==> src/rtl/wide_add_pkg.sv <==
// Shared definitions for the wide adder sequencer: FSM state encoding.
package wide_add_pkg;

  typedef logic [1:0] state_t;

  localparam state_t ST_IDLE = 2'd0;
  localparam state_t ST_RUN  = 2'd1;
  localparam state_t ST_DONE = 2'd2;

endpackage

==> src/rtl/carry_skip_adder.sv <==
// N-bit carry-skip adder. Bits ripple inside each BLOCK_SIZE block; a block
// whose bits all propagate passes its incoming carry straight to the next
// block through the skip mux. The final block may be narrower than BLOCK_SIZE.
module carry_skip_adder #(
  parameter int BLOCK_SIZE = 2,
  parameter int N          = 8
) (
  input  logic [N-1:0] a,
  input  logic [N-1:0] b,
  input  logic         cin,
  output logic [N-1:0] sum,
  output logic         cout
);

  // Ripple within each block, skip across blocks that fully propagate.
  always_comb begin : p_add
    logic blk_cin;
    logic rip_c;
    logic blk_p;
    logic pr;
    sum     = '0;
    blk_cin = cin;
    rip_c   = cin;
    blk_p   = 1'b1;
    pr      = 1'b0;
    for (int k = 0; k < N; k++) begin
      if ((k % BLOCK_SIZE) == 0) begin
        rip_c = blk_cin;
        blk_p = 1'b1;
      end
      pr     = a[k] ^ b[k];
      sum[k] = pr ^ rip_c;
      rip_c  = (a[k] & b[k]) | (pr & rip_c);
      blk_p  = blk_p & pr;
      if (((k % BLOCK_SIZE) == (BLOCK_SIZE - 1)) || (k == (N - 1))) begin
        blk_cin = blk_p ? blk_cin : rip_c;
      end
    end
    cout = blk_cin;
  end

endmodule

==> src/rtl/wide_add_sequencer.sv <==
// Adds two W = N*CHUNKS bit operands one N-bit chunk per cycle through a
// single shared carry-skip adder, carrying between chunks in a register.
//
// Handshake: an input transfer happens on a rising edge where
// in_valid && in_ready; an output transfer happens on a rising edge where
// out_valid && out_ready. in_ready is high only in IDLE and out_valid only
// in DONE, so a result must be taken before the next request is accepted.
// sum/cout hold steady while out_valid is high and out_ready is low.
module wide_add_sequencer
  import wide_add_pkg::*;
#(
  parameter int N          = 8,
  parameter int BLOCK_SIZE = 2,
  parameter int CHUNKS     = 4
) (
  input  logic                  clk,
  input  logic                  rst,
  input  logic                  in_valid,
  output logic                  in_ready,
  input  logic [N*CHUNKS-1:0]   a,
  input  logic [N*CHUNKS-1:0]   b,
  input  logic                  cin,
  output logic                  out_valid,
  input  logic                  out_ready,
  output logic [N*CHUNKS-1:0]   sum,
  output logic                  cout,
  output logic                  busy,
  output logic [1:0]            dbg_state
);

  localparam int IW = (CHUNKS > 1) ? $clog2(CHUNKS) : 1;
  localparam logic [IW-1:0] LAST_IDX = IW'(CHUNKS - 1);

  state_t                   state;
  logic [IW-1:0]            idx;
  logic [IW-1:0]            idx_inc;
  logic                     carry_q;
  logic                     cout_q;
  logic [CHUNKS-1:0][N-1:0] a_q;
  logic [CHUNKS-1:0][N-1:0] b_q;
  logic [CHUNKS-1:0][N-1:0] sum_q;
  logic [N-1:0]             add_sum;
  logic                     add_cout;

  // The one arithmetic unit: adds the current chunk pair plus running carry.
  carry_skip_adder #(
    .BLOCK_SIZE (BLOCK_SIZE),
    .N          (N)
  ) u_adder (
    .a    (a_q[idx]),
    .b    (b_q[idx]),
    .cin  (carry_q),
    .sum  (add_sum),
    .cout (add_cout)
  );

  // Next chunk index as a bitwise increment so the adder stays the only adder.
  always_comb begin : p_idx_inc
    logic c;
    idx_inc = '0;
    c       = 1'b1;
    for (int i = 0; i < IW; i++) begin
      idx_inc[i] = idx[i] ^ c;
      c          = c & idx[i];
    end
  end

  // FSM plus datapath registers: latch on accept, one chunk per RUN edge.
  always_ff @(posedge clk or posedge rst) begin
    if (rst) begin
      state   <= ST_IDLE;
      idx     <= '0;
      carry_q <= 1'b0;
      cout_q  <= 1'b0;
      a_q     <= '0;
      b_q     <= '0;
      sum_q   <= '0;
    end else begin
      case (state)
        ST_IDLE: begin
          if (in_valid) begin
            a_q     <= a;
            b_q     <= b;
            carry_q <= cin;
            idx     <= '0;
            state   <= ST_RUN;
          end
        end
        ST_RUN: begin
          sum_q[idx] <= add_sum;
          carry_q    <= add_cout;
          if (idx == LAST_IDX) begin
            cout_q <= add_cout;
            state  <= ST_DONE;
          end else begin
            idx <= idx_inc;
          end
        end
        ST_DONE: begin
          if (out_ready) begin
            state <= ST_IDLE;
          end
        end
        default: begin
          state <= ST_IDLE;
        end
      endcase
    end
  end

  // Status and result outputs decoded from registered state only.
  always_comb begin
    in_ready  = (state == ST_IDLE);
    out_valid = (state == ST_DONE);
    busy      = (state != ST_IDLE);
    dbg_state = state;
    sum       = sum_q;
    cout      = cout_q;
  end

endmodule

==> config.mk <==
export PLATFORM = sky130hd
export DESIGN_NAME = wide_add_sequencer
export DESIGN_NICKNAME = d
export VERILOG_FILES = /design/src/rtl/wide_add_pkg.sv /design/src/rtl/carry_skip_adder.sv /design/src/rtl/wide_add_sequencer.sv
export SDC_FILE = /design/constraint.sdc
export NUM_CORES = 1
export LEC_CHECK = 0
export ABC_AREA = 0
export CORE_ASPECT_RATIO = 0.9
export CORE_MARGIN = 2
export CORE_UTILIZATION = 34
export DETAILED_ROUTE_END_ITERATION = 10
export PLACE_DENSITY_LB_ADDON = 0.3
export SYNTH_ARGS = -nofsm -noshare
export SYNTH_HDL_FRONTEND = slang
export SYNTH_SLANG_ARGS = --single-unit
==> constraint.sdc <==
create_clock -name clk -period 9.6 [get_ports clk]
set_input_delay 0.96 -clock clk [delete_from_list [all_inputs] [get_ports clk]]
set_output_delay 0.96 -clock clk [all_outputs]
set_load 0.05 [all_outputs]
Yosys cells after proc, flatten, opt, wreduce, memory -nomap -nowiden
Index checks and enable logic that the tools add are counted.
- bits in writable memories: 0
- register bits: 102
- bits in latches: 0
- ROM bits: 0
- bits of input ports: 69
- memories: 0
- word-level logic and storage cells: 100
- output and inout bits: 38
- bitwise operators: 46
- equality and inequality tests: 7
- multiply operators: 0
- shifts and indexed selects: 0
- multiplexer cells: 20
- div/mod/pow operators: 0
- reduce and logical (&&, ||, !) cells: 9
- $add $sub $neg: 0
- $lt $le $gt $ge: 2
- operators with widths (kind ; count):
    8-bit binary-select mux with 2-bit select ; 2
    32-bit bitwise mux ; 1
    8-bit 2-to-1 mux ; 3
    1-bit AND ; 20
    1-bit bitwise XOR ; 17
    8-bit demux with 2-bit select ; 1
    2-bit 2-to-1 mux ; 5
    1-bit bitwise OR ; 8
    2-bit != test, second input constant ; 3
    2-bit case mux with 3 select lines ; 1
    2-bit AND reduction ; 3
    3-bit AND reduction ; 2
    1-bit 2-to-1 mux ; 5
    2-bit == test, second input constant ; 2
    2-bit case mux with 2 select lines ; 1
    2-bit nonzero test ; 2
    2-bit by 3-bit < comparator with 1-bit output, second input constant ; 1
    2-bit by 1-bit == test with 1-bit output, second input constant ; 1
    2-bit by 1-bit greater-or-equal comparator with 1-bit output, second input constant ; 1
    2-bit logical NOT ; 1
    2-bit by 1-bit != test with 1-bit output, second input constant ; 1
    1-bit case mux with 2 select lines ; 1
    1-bit logical AND ; 1
    1-bit inverter ; 1

Depth between registers and ports, before layout
- depth after elaboration: 24
- mapped depth: 22
- mapped depth without buffers: 21

Cells and area by module
Synthesis repeated with hierarchy kept, for this count alone.
- cell total of the unflattened synthesis: 299
- area total of the unflattened synthesis: 4998.5 µm²
- modules (own cells, without submodules) (module ; area an instance (µm²) ; cells an instance ; instances):
    wide_add_sequencer ; 4623.2 ; 263 ; 1
    carry_skip_adder ; 375.4 ; 36 ; 1

Worst setup path after synthesis
No wires, ideal clock.
- kind: register to register
- start: register idx[0]
- end: register sum_q (netlist bit sum[15])
- cell stages (with the launch flop): 19
- period minus slack after synthesis: 5077 ps
- arrival time: 4995 ps
- buffers on the path: 2
- path slack: 4523 ps
- setup time: 83 ps
- path through: dfrtp_1 > buf_2 > buf_4 > mux4_2 > fa_1 > a21bo_2 > nand2_1 > fa_1 > fa_1 > a21oi_1 > a41oi_1 > fa_1 > fa_1 > mux2i_1 > inv_1 > fa_1 > inv_1 > fa_1 > o21ai_0
- word-level cells in the longest chain between the ends: 22
- RTL lines (element ; line ; source):
    start, declared ; wide_add_sequencer.sv:35 ; logic [IW-1:0] idx;
    start signal, assigned ; wide_add_sequencer.sv:96 ; idx <= idx_inc;
    8-bit binary-select mux with 2-bit select, on equally long branches ; wide_add_sequencer.sv:50, wide_add_sequencer.sv:51 ;
    8-bit 2-to-1 mux, on equally long branches ; wide_add_sequencer.sv:50, wide_add_sequencer.sv:51 ;
    1-bit bitwise XOR ; carry_skip_adder.sv:31 ; pr = a[k] ^ b[k];
    1-bit AND ; carry_skip_adder.sv:33 ; rip_c = (a[k] & b[k]) | (pr & rip_c);
    1-bit bitwise OR ; carry_skip_adder.sv:33 ;
    1-bit AND ; carry_skip_adder.sv:33 ;
    1-bit bitwise OR ; carry_skip_adder.sv:33 ;
    1-bit 2-to-1 mux ; carry_skip_adder.sv:36 ; blk_cin = blk_p ? blk_cin : rip_c;
    [6 not listed] ; - ;
    1-bit bitwise OR ; carry_skip_adder.sv:33 ;
    1-bit AND ; carry_skip_adder.sv:33 ;
    1-bit bitwise OR ; carry_skip_adder.sv:33 ;
    1-bit 2-to-1 mux ; carry_skip_adder.sv:36 ;
    1-bit AND ; carry_skip_adder.sv:33 ;
    1-bit bitwise OR ; carry_skip_adder.sv:33 ;
    1-bit bitwise XOR ; carry_skip_adder.sv:32 ; sum[k] = pr ^ rip_c;
    32-bit bitwise mux * ; wide_add_sequencer.sv:90 ; sum_q[idx] <= add_sum;
    end signal, assigned by index ; wide_add_sequencer.sv:90 ;
    end, declared ; wide_add_sequencer.sv:41 ; logic [CHUNKS-1:0][N-1:0] sum_q;
Every way passes the cells marked *; elsewhere a longest branch is shown, timed or not. The select of a mux whose other input is x is not followed.
A chain may end at the register's enable or synchronous reset.

Worst setup path after layout
- start: register idx[0]
- end: register sum_q (netlist bit sum[31])
Same word-level chain as after synthesis.

==> impl_metrics.yaml <==
detailed_routing:
  ant_nets: 0
  dr.first_iter.drc_count: 102
  wirelength_um: 9590
  drt-vias-per-instance: 4.80
  drc_errors: 0
  vias: 2774
  wire_per_inst_um: 16.6
  dr.pass1.iters: 4
timing:
  fmax_ghz: 0.182
  finalSetupViolCount: 0
  skew_ns: 0.00730
  fin_crit_sh_pct: 57.4
  rsz0062_at_grt: "false"
  hold_violations: 0
  fin_crit_ns: 5.51
  report.final.slew_viol_count: 0
  tightest_slew_ns: 0.944
  slew-limit-headroom_pct: 37.1
  tns_ns: 0
finish:
  area_growth_pct: 32.8
  n_antenna_cell: 0
  drive_gt1_share_pct: 19.8
  fillers: 1155
  multi_input_area_mm2: 0.00194
  regArea_mm2: 0.00255
  final_nets: 494
synthesis:
  yosysTopAreaCell: "dfrtp_1"
  synthesis.nets: 387
  syn_inst: 298
  ys_warn_count: 0
  synth_common_cells: "dfrtp_1 (102), mux2_1 (50), mux2_2 (37), mux4_2 (16), inv_1 (14)"
  synth_area_per_cell_um2: 15.6
  synth_ff_type: "dfrtp_1"
  synth_edf_count: 0
  async_flop_share_pct: 100
  synth_top_area_share_pct: 54.9
  syn_area_mm2: 0.00465
  yosysMostFrequentCell: "dfrtp_1"
  synth.area.top_cells: "dfrtp_1 (55%), mux2_1 (12%), mux2_2 (9.0%), mux4_2 (7.7%), fa_1 (3.4%)"
  synth_seq_cells: 102
  synth_seq_area_share_pct: 54.9
  yosysUniqueCellTypes: 29
floorplan:
  start_util_pct: 34.8
  die_w_um: 127
  core_mm2: 0.0134
  pin_count: 107
  die_area_mm2: 0.0146
  die_height_um: 115
  row_count: 40
global_routing:
  grt_max_degree: 76
  grt_pass1_wl_um: 15800
  grtUsageTotal_pct: 14.1
  grt_pass1_vias: 2990
  antenna_found_initial: 0
  grt_overflow: 0
clocking:
  cts_buffers: 9
  clock_latency_ns: 0.34
  clock-sinks: 102
  cts_resized: 0
  cts-root-buf: "clkbuf_16"
  clk_pin_slew_ns: 0.07
  clk_path_buf_depth: 2
  cts_hold_buf: 0
  cts_tree: "built"
  cts_max_level: 3
  post_cts_buffers: 0
placement:
  io_buffers: 106
  gp_congestion: 0.728
  dpl.hpwl_um: 7160
setup_path:
  critPathKind: "flip-flop to flip-flop"
  start_kind: "flip-flop"
  crit_fanout: 10
  crit_arrival_ns: 5.75
  crit_path_start: "idx[0]"
  rr_startpoint: "idx[0]"
  endpoint_kind: "flip-flop"
  required_ns: 9.85
worst_hold_path:
  hold_path_class: "flip-flop to flip-flop"
  min_from: "a_q[5]"
run_status:
  status: "finished clean"
flow_run:
  cap_viol_max_count: 0
per-layer routing:
layer / vias up / global-route usage, % / routed length, um
met3: 10 / 3.63 / 537
met2: 85 / 22.0 / 4300
met1: 1414 / 19.9 / 4650
met5: - / 0 / 0
li1: 1265 / - / -
met4: 0 / 3.74 / 103
registers in the layout (all words and copies together) (netlist names):
name / flops
a_q: 32
b_q: 32
carry_q: 1
cout: 1
dbg_state: 2
idx: 2
sum: 32
through the flow:
| stage | worst slack (ns) | instances | hold slack, ns | utilization, % | instance area (um2) |
|---|---|---|---|---|---|
| final | 4.09 | 578 | 0.484 | 46.2 | 6180 |
| after global routing | 3.69 | 578 | 0.505 | 46.2 | 6180 |
| after CTS | 4.03 | 578 | 0.489 | 46.2 | 6180 |
| after detailed placement | 4.07 | 562 | 0.473 | 43.7 | 5850 |
| after global placement | 4.21 | 562 | 0.460 | 43.7 | 5850 |
| after floorplan | 4.52 | 298 | 0.452 | - | 4650 |
cell families (layout without fill, tap and decap cells):
| family | after synthesis | count (layout) | synth area share [%] |
|---|---|---|---|
| muxes | 108 | 108 | 30.2 |
| DFF | 102 | 102 | 54.9 |
| buffers and inverters | 27 | 139 | 3.47 |
| and+or+nand+nor | 25 | 25 | 2.72 |
| adders and majority gates | 20 | 20 | 6.67 |
| AOI/OAI and AO/OA | 16 | 16 | 2.07 |
worst max-delay path: stages (launching register included):
cell and delay [ns]:
dfrtp_1 0.73, mux4_2 0.60, inv_1 0.09, fa_1 0.16, inv_1 0.05, fa_1 0.34, a21bo_2 0.20, nand2_1 0.07
fa_1 0.38, fa_1 0.37, a21oi_1 0.12, a41oi_1 0.09, fa_1 0.43, fa_1 0.36, mux2i_1 0.25, inv_1 0.10
fa_1 0.36, inv_1 0.07, fa_1 0.45, o21ai_0 0.19
final timing paths:
check / endpoint / slack [ns] / cells past startpoint
worst max-delay path: sum[31] / 4.09 / 19
worst min-delay path: a_q[5] / 0.48 / 1
max in group asynchronous: a_q[12] / 7.38 / 3
min in group asynchronous: b_q[14] / 0.95 / 2
worst min register to register: a_q[5] / 0.48 / 1
worst max register to register: sum[31] / 4.09 / 19
cell type report:
class	count	area share [%]
multi-input combinational	169	31.5
clock inverter	4	1.26
timing repair buffer	109	17.5
clock buffer	12	4.15
tap	168	3.40
inverter	14	0.891
sequential	102	41.3
cell usage in the layout, fill, tap and decap left out, types with 2 or more instances in the layout:
cell type	Yosys	routed
buf_4	3	3
mux2_2	37	37
mux2i_1	2	2
clkbuf_16	0	9
dfrtp_1	102	102
nor2_1	3	3
mux2_4	3	3
nand2_1	11	11
inv_1	14	13
fa_1	8	8
ha_1	12	12
o21ai_0	10	10
nand2_2	4	4
mux4_2	16	16
bufinv_16	0	2
mux2_1	50	50
clkbuf_8	0	2
nand3_1	2	2
clkdlybuf4s50_1	0	106
Power is left out: the tool's default activity adds up to more than one toggle a clock period on the data nets, which glitch-free logic cannot reach.
